**src/rtl/gprs_pkg.sv**
```systemverilog
// gprs_pkg: definitions shared by the register file, the pipeline and the
// write-back queue.
//   REG_AW    register address width (32 architectural registers)
//   DATA_W    register data width
//   wr_req_t  one register-write request {addr, data}
//   WR_REQ_W  packed width of wr_req_t
package gprs_pkg;

  localparam int REG_AW = 5;
  localparam int DATA_W = 32;

  typedef struct packed {
    logic [REG_AW-1:0] addr;
    logic [DATA_W-1:0] data;
  } wr_req_t;

  localparam int WR_REQ_W = $bits(wr_req_t);

endpackage

```
**src/rtl/gprs_wb_match.sv**
```systemverilog
// gprs_wb_match: combinational newest-match search over the write-back queue.
//   entry_addr/entry_data  raw storage of the circular buffer
//   rd_ptr                 index of the oldest (head) entry
//   count                  number of occupied entries
//   addr                   lookup address
//   hit                    some occupied entry targets addr
//   data                   data of the most recently pushed match, 0 if no hit
module gprs_wb_match
  import gprs_pkg::*;
#(
  parameter int DEPTH = 4,
  parameter int DW    = DATA_W
) (
  input  logic [DEPTH-1:0][REG_AW-1:0]     entry_addr,
  input  logic [DEPTH-1:0][DW-1:0]         entry_data,
  input  logic [$clog2(DEPTH)-1:0]         rd_ptr,
  input  logic [$clog2(DEPTH+1)-1:0]       count,
  input  logic [REG_AW-1:0]                addr,
  output logic                             hit,
  output logic [DW-1:0]                    data
);

  localparam int PW = $clog2(DEPTH);
  localparam int CW = $clog2(DEPTH+1);

  // Walk from oldest to newest so a later (younger) match overrides an
  // earlier one; only the first 'count' slots from the head are live.
  always_comb begin
    // NOTE: defaults first so every path assigns hit/data and no latch forms.
    hit  = 1'b0;
    data = '0;
    for (int k = 0; k < DEPTH; k++) begin
      if (CW'(k) < count && entry_addr[rd_ptr + PW'(k)] == addr) begin
        hit  = 1'b1;
        data = entry_data[rd_ptr + PW'(k)];
      end
    end
  end

endmodule

```
**src/rtl/gprs_wb.sv**
```systemverilog
// gprs_wb: in-order write-back queue feeding the register file write port.
//   Clk, Reset              clock, synchronous active-high reset
//   In_valid/In_ready       request handshake; In_addr/In_data the request
//   Drain_en                write port free this cycle
//   Regwrite/A3/Wd          register file write port (head of the queue)
//   A1/A2 -> Hit1/Fwd1, Hit2/Fwd2   newest pending value for each read address
//   Count                   occupied entries
module gprs_wb
  import gprs_pkg::*;
#(
  parameter int DEPTH = 4,
  parameter int DW    = DATA_W
) (
  input  logic                        Clk,
  input  logic                        Reset,
  input  logic                        In_valid,
  output logic                        In_ready,
  input  logic [REG_AW-1:0]           In_addr,
  input  logic [DW-1:0]               In_data,
  input  logic                        Drain_en,
  output logic                        Regwrite,
  output logic [REG_AW-1:0]           A3,
  output logic [DW-1:0]               Wd,
  input  logic [REG_AW-1:0]           A1,
  input  logic [REG_AW-1:0]           A2,
  output logic                        Hit1,
  output logic                        Hit2,
  output logic [DW-1:0]               Fwd1,
  output logic [DW-1:0]               Fwd2,
  output logic [$clog2(DEPTH+1)-1:0]  Count
);

  localparam int PW = $clog2(DEPTH);
  localparam int CW = $clog2(DEPTH+1);

  logic [DEPTH-1:0][REG_AW-1:0] addr_q;
  logic [DEPTH-1:0][DW-1:0]     data_q;
  logic [PW-1:0]                wr_ptr;
  logic [PW-1:0]                rd_ptr;
  logic [CW-1:0]                count_q;
  logic                         push;
  logic                         pop;
  logic                         not_empty;

  // Ready looks only at the registered count: a same-cycle pop never frees
  // a slot for a push, which keeps In_ready off the Drain_en path.
  assign In_ready  = (count_q != CW'(DEPTH));
  assign not_empty = (count_q != '0);
  assign push      = In_valid && In_ready;
  assign pop       = Regwrite;

  assign Regwrite = not_empty && Drain_en;
  assign A3       = not_empty ? addr_q[rd_ptr] : '0;
  assign Wd       = not_empty ? data_q[rd_ptr] : '0;
  assign Count    = count_q;

  // NOTE: the entry storage has no reset; stale slots are never observed
  // because every reader qualifies them with count_q.
  always_ff @(posedge Clk) begin
    if (push) begin
      addr_q[wr_ptr] <= In_addr;
      data_q[wr_ptr] <= In_data;
    end
  end

  // Reset takes priority, so a push in the reset cycle is dropped.
  always_ff @(posedge Clk) begin
    if (Reset) begin
      // NOTE: sequential state uses non-blocking assignments throughout.
      wr_ptr  <= '0;
      rd_ptr  <= '0;
      count_q <= '0;
    end else begin
      if (push) wr_ptr <= wr_ptr + 1'b1;
      if (pop)  rd_ptr <= rd_ptr + 1'b1;
      case ({push, pop})
        2'b10:   count_q <= count_q + 1'b1;
        2'b01:   count_q <= count_q - 1'b1;
        default: count_q <= count_q;
      endcase
    end
  end

  gprs_wb_match #(.DEPTH(DEPTH), .DW(DW)) u_match1 (
    .entry_addr (addr_q),
    .entry_data (data_q),
    .rd_ptr     (rd_ptr),
    .count      (count_q),
    .addr       (A1),
    .hit        (Hit1),
    .data       (Fwd1)
  );

  gprs_wb_match #(.DEPTH(DEPTH), .DW(DW)) u_match2 (
    .entry_addr (addr_q),
    .entry_data (data_q),
    .rd_ptr     (rd_ptr),
    .count      (count_q),
    .addr       (A2),
    .hit        (Hit2),
    .data       (Fwd2)
  );

endmodule

```
**config.mk**
```make
export PLATFORM = sky130hd
export DESIGN_NAME = gprs_wb
export DESIGN_NICKNAME = d
export VERILOG_FILES = /design/src/rtl/gprs_pkg.sv /design/src/rtl/gprs_wb_match.sv /design/src/rtl/gprs_wb.sv
export SDC_FILE = /design/constraint.sdc
export NUM_CORES = 1
export LEC_CHECK = 0
export CORE_MARGIN = 5
export CORE_UTILIZATION = 25
export CTS_CLUSTER_SIZE = 8
export DETAILED_ROUTE_END_ITERATION = 8
export PLACE_DENSITY = 0.47
export SLEW_MARGIN = 5
export SYNTH_ARGS = -nofsm -noshare
export SYNTH_HDL_FRONTEND = slang
export SYNTH_SLANG_ARGS = --single-unit
```
**constraint.sdc**
```tcl
create_clock -name Clk -period 2.5 [get_ports Clk]
set_input_delay 0.375 -clock Clk [delete_from_list [all_inputs] [get_ports Clk]]
set_output_delay 0.375 -clock Clk [all_outputs]
set_load 0.01 [all_outputs]
```
==> results.yml <==
status:
  status: "finished with violations"
  violations: "setup timing"
cts:
  hold_buffers: 0
  cts_root_buffer: "clkbuf_16"
  clock-sinks: 155
  clkTransAtPathRegs_ns: 0.07
  clk_latency_ns: 0.44
  h-tree-depth: 4
  cts_max_path_buffers: 2
  cts_tree: "done"
  cts_buffers: 17
grt:
  grt.total_usage_pct: 16.4
  grt_first_pass_wirelength_microns: 59400
  gr-total-overflow: 0
  grt_antenna_before_repair: 1
  grt_pass1_vias: 9627
  grt_max_degree: 85
worst_setup_path:
  path_class: "reg -> out"
  path_cells: "buf_6, mux4_2, buf_6, buf_4, xnor2_4, a311oi_4, buf_6, buf_4, a221oi_2, o31ai_2, buf_2"
  crit_slowest_cell: "mux4_2"
  crit_start: "rd_ptr[0]"
  startpoint_type: "flop"
  cp_common_cell: "buf_6"
  r2r_setup_slack_ns: 0.14
  worstPathRequired_ns: 2.12
  r2r-start: "Count[0]"
  cp-end-kind: "primary output"
  reg2reg_to: "Count[2]"
  crit_end: "Fwd2[31]"
  slowest_delay_ns: 0.55
  path_max_fanout: 8
  worstPathArrival_ns: 3.24
  ff2ff_path_depth: 10
timing:
  slew_headroom_pct: 64.3
  tightest_slew_ns: 0.536
  rsz0062_at_grt: "true"
  max_freq_ghz: 0.277
  hold_violations: 0
  slew_violations: 0
  setup_viol: 100
  whs_ns: 0.580
  min_period_ns: 3.61
  period_share_pct: 145
  setup_slack_ns: -1.11
  clock-skew-final_ns: 0.0154
route:
  viasPerCell: 5.00
  drc: 0
  drt_iter0_markers: 568
  num_vias: 9485
  wl_per_cell_microns: 21.6
  drt_wl_total_microns: 41100
  ant_nets: 0
  first_pass_iters: 5
placement:
  port_buffers: 158
  placed_area_sq_um: 15000
  hpwl_microns: 26900
  place_congestion: 0.831
synthesis:
  synth_top_area_cell: "edfxtp_1"
  synth_compound_area_share_pct: 14.1
  yosys.area_share.adder_pct: 1.03
  synth_most_common_cell: "edfxtp_1"
  synth_top_area_share_pct: 40.6
  netlist_instances: 936
  synthMuxAreaShare_pct: 23.9
  synthSimpleGateAreaFrac_pct: 10.9
  yosysUniqueCellTypes: 53
  avgSynthCellArea_sq_um: 11.7
  synth.area.top_cells: "edfxtp_1 (41%), mux4_2 (14%), mux2i_1 (5.8%)"
  syn-num-nets: 996
  ys_seq_elements: 155
  ys_top_cells_by_count: "edfxtp_1 (148), nand2_1 (82), a21oi_1 (68), mux4_2 (68), mux2i_1 (63)"
  synth-seq-area-share_pct: 41.9
  synth_top_family_by_area: "multiplexers"
  synth_edf_count: 148
  synth_flop_cell: "edfxtp_1"
  async_flop_share_pct: 0
  ys_warn_count: 0
  synthesis.area_sq_um: 10900
  yosys.area_share.xor_xnor_pct: 3.81
pwr:
  power_frac_comb_pct: 61.0
  p_sw_w: 0.00558
  totalPowerFinal_w: 0.0149
  p_leak_nw: 6.15
  power.density_nw_per_um2: 866
  power.share.sequential_pct: 21.8
  ir_worst_vdd_v: 0.000531
  pwr-share-clk_pct: 17.2
  swShare_pct: 37.4
  power.internal_w: 0.00935
floorplanning:
  die_w_microns: 219
  io_pins: 159
  dieHeight_microns: 219
  core_area_sq_um: 43200
  rows: 76
  initial_core_util_pct: 25.3
  dieArea_sq_um: 48000
job:
  max_cap_violations: 0
cells_and_area:
  n_antenna_cell: 0
  finalNetCount: 1361
  design_area_sq_um: 17200
  areaGrowthSynthToFinish_pct: 57.6
  layout-drive-gt1-share_pct: 48.7
min_path:
  hold_class: "in -> reg"
## worst max-delay path, delay by kind of cell, from the launching register on
family          cells  cell delay (ns)
compound gates      3             0.78
xor+xnor            1             0.14
buf+inv             6             0.92
flops               1             0.43
mux                 1             0.55
## layout by cell type (no fill, tap or decap), drive strengths merged, types with 9 or more instances in the layout
cell type / count
xnor2: 43
ha: 9
mux2i: 63
clkbuf: 24
nand2: 82
a221o: 22
a21oi: 68
mux2: 40
nor2b: 39
nor2: 62
a211oi: 10
buf: 340
o21ai: 48
nor3b: 10
nor3: 22
clkdlybuf4s50: 76
a22o: 22
mux4: 68
o221ai: 30
edfxtp: 148
## flip-flops by register name (all words and copies together) (netlist names)
signal,flops
addr_q,20
Count,3
wr_ptr,2
rd_ptr,2
data_q,128
## how the worst min path moves through the flow
stage | cells after the start | end | startpoint | slack [ns]
2_1_floorplan | 1 | rd_ptr[0] | Reset | 0.44
3_5_place_dp | 2 | wr_ptr[0] | wr_ptr[0] | 0.57
5_1_grt | 1 | addr_q[8] | In_addr[3] | 0.57
6_report | 1 | data_q[127] | In_data[31] | 0.58
3_3_place_gp | 2 | wr_ptr[0] | wr_ptr[0] | 0.56
4_1_cts | 1 | data_q[127] | In_data[31] | 0.55
## stage by stage
step / std cells / setup TNS, ns / setup WS, ns / utilization, %
floorplan: 936 / -10.93 / -0.193 / -
global placement: 1793 / -74.19 / -0.974 / 34.8
detailed placement: 1793 / -75.60 / -1.02 / 34.8
CTS: 1876 / -91.72 / -1.20 / 37.7
global route: 1898 / -95.05 / -1.21 / 39.9
finish: 1898 / -82.16 / -1.11 / 39.9
## timing repair
action | in CTS | in global routing
gates resized for setup | 385 | 161
setup buffers | 47 | 26
setup endpoints to repair | 108 | 106
pin swaps | 45 | 68
cloned | 8 | 5
## kinds of logic (layout without fill, tap and decap cells)
logic type,Yosys count,in the layout
and+or+nand+nor,238,239
AOI/OAI and AO/OA,224,224
muxes,171,171
DFF,155,155
buffers and inverters,94,470
xor gates and xnor gates,45,45
adders and majority gates,9,9
## power by group through the flow
stage / combinational, W / sequential, W / clock, W
after floorplan: 0.00423 / 0.00327 / 0
after global placement: 0.00767 / 0.00331 / 0
after detailed placement: 0.00769 / 0.00332 / 0
after CTS: 0.00839 / 0.00326 / 0.00263
after global routing: 0.00975 / 0.00329 / 0.00274
final: 0.00911 / 0.00326 / 0.00256
## final cells by class
cell class                 instances  area, sq um
fill                            4166        25900
multi-input combinational        688         7030
sequential                       155         4590
timing repair buffer             432         4290
tap                              585          732
clock buffer                      19          433
clock inverter                    12          125
inverter                           7         38.8
## per-layer routing
layer  part of all wire, %  global-route usage [%]
met1                    45                    21.8
met2                    49                    27.7
met3                   4.4                    2.79
met4                   1.8                    4.56
met5                 0.032                       0
Power figures use the tool's default switching activity.
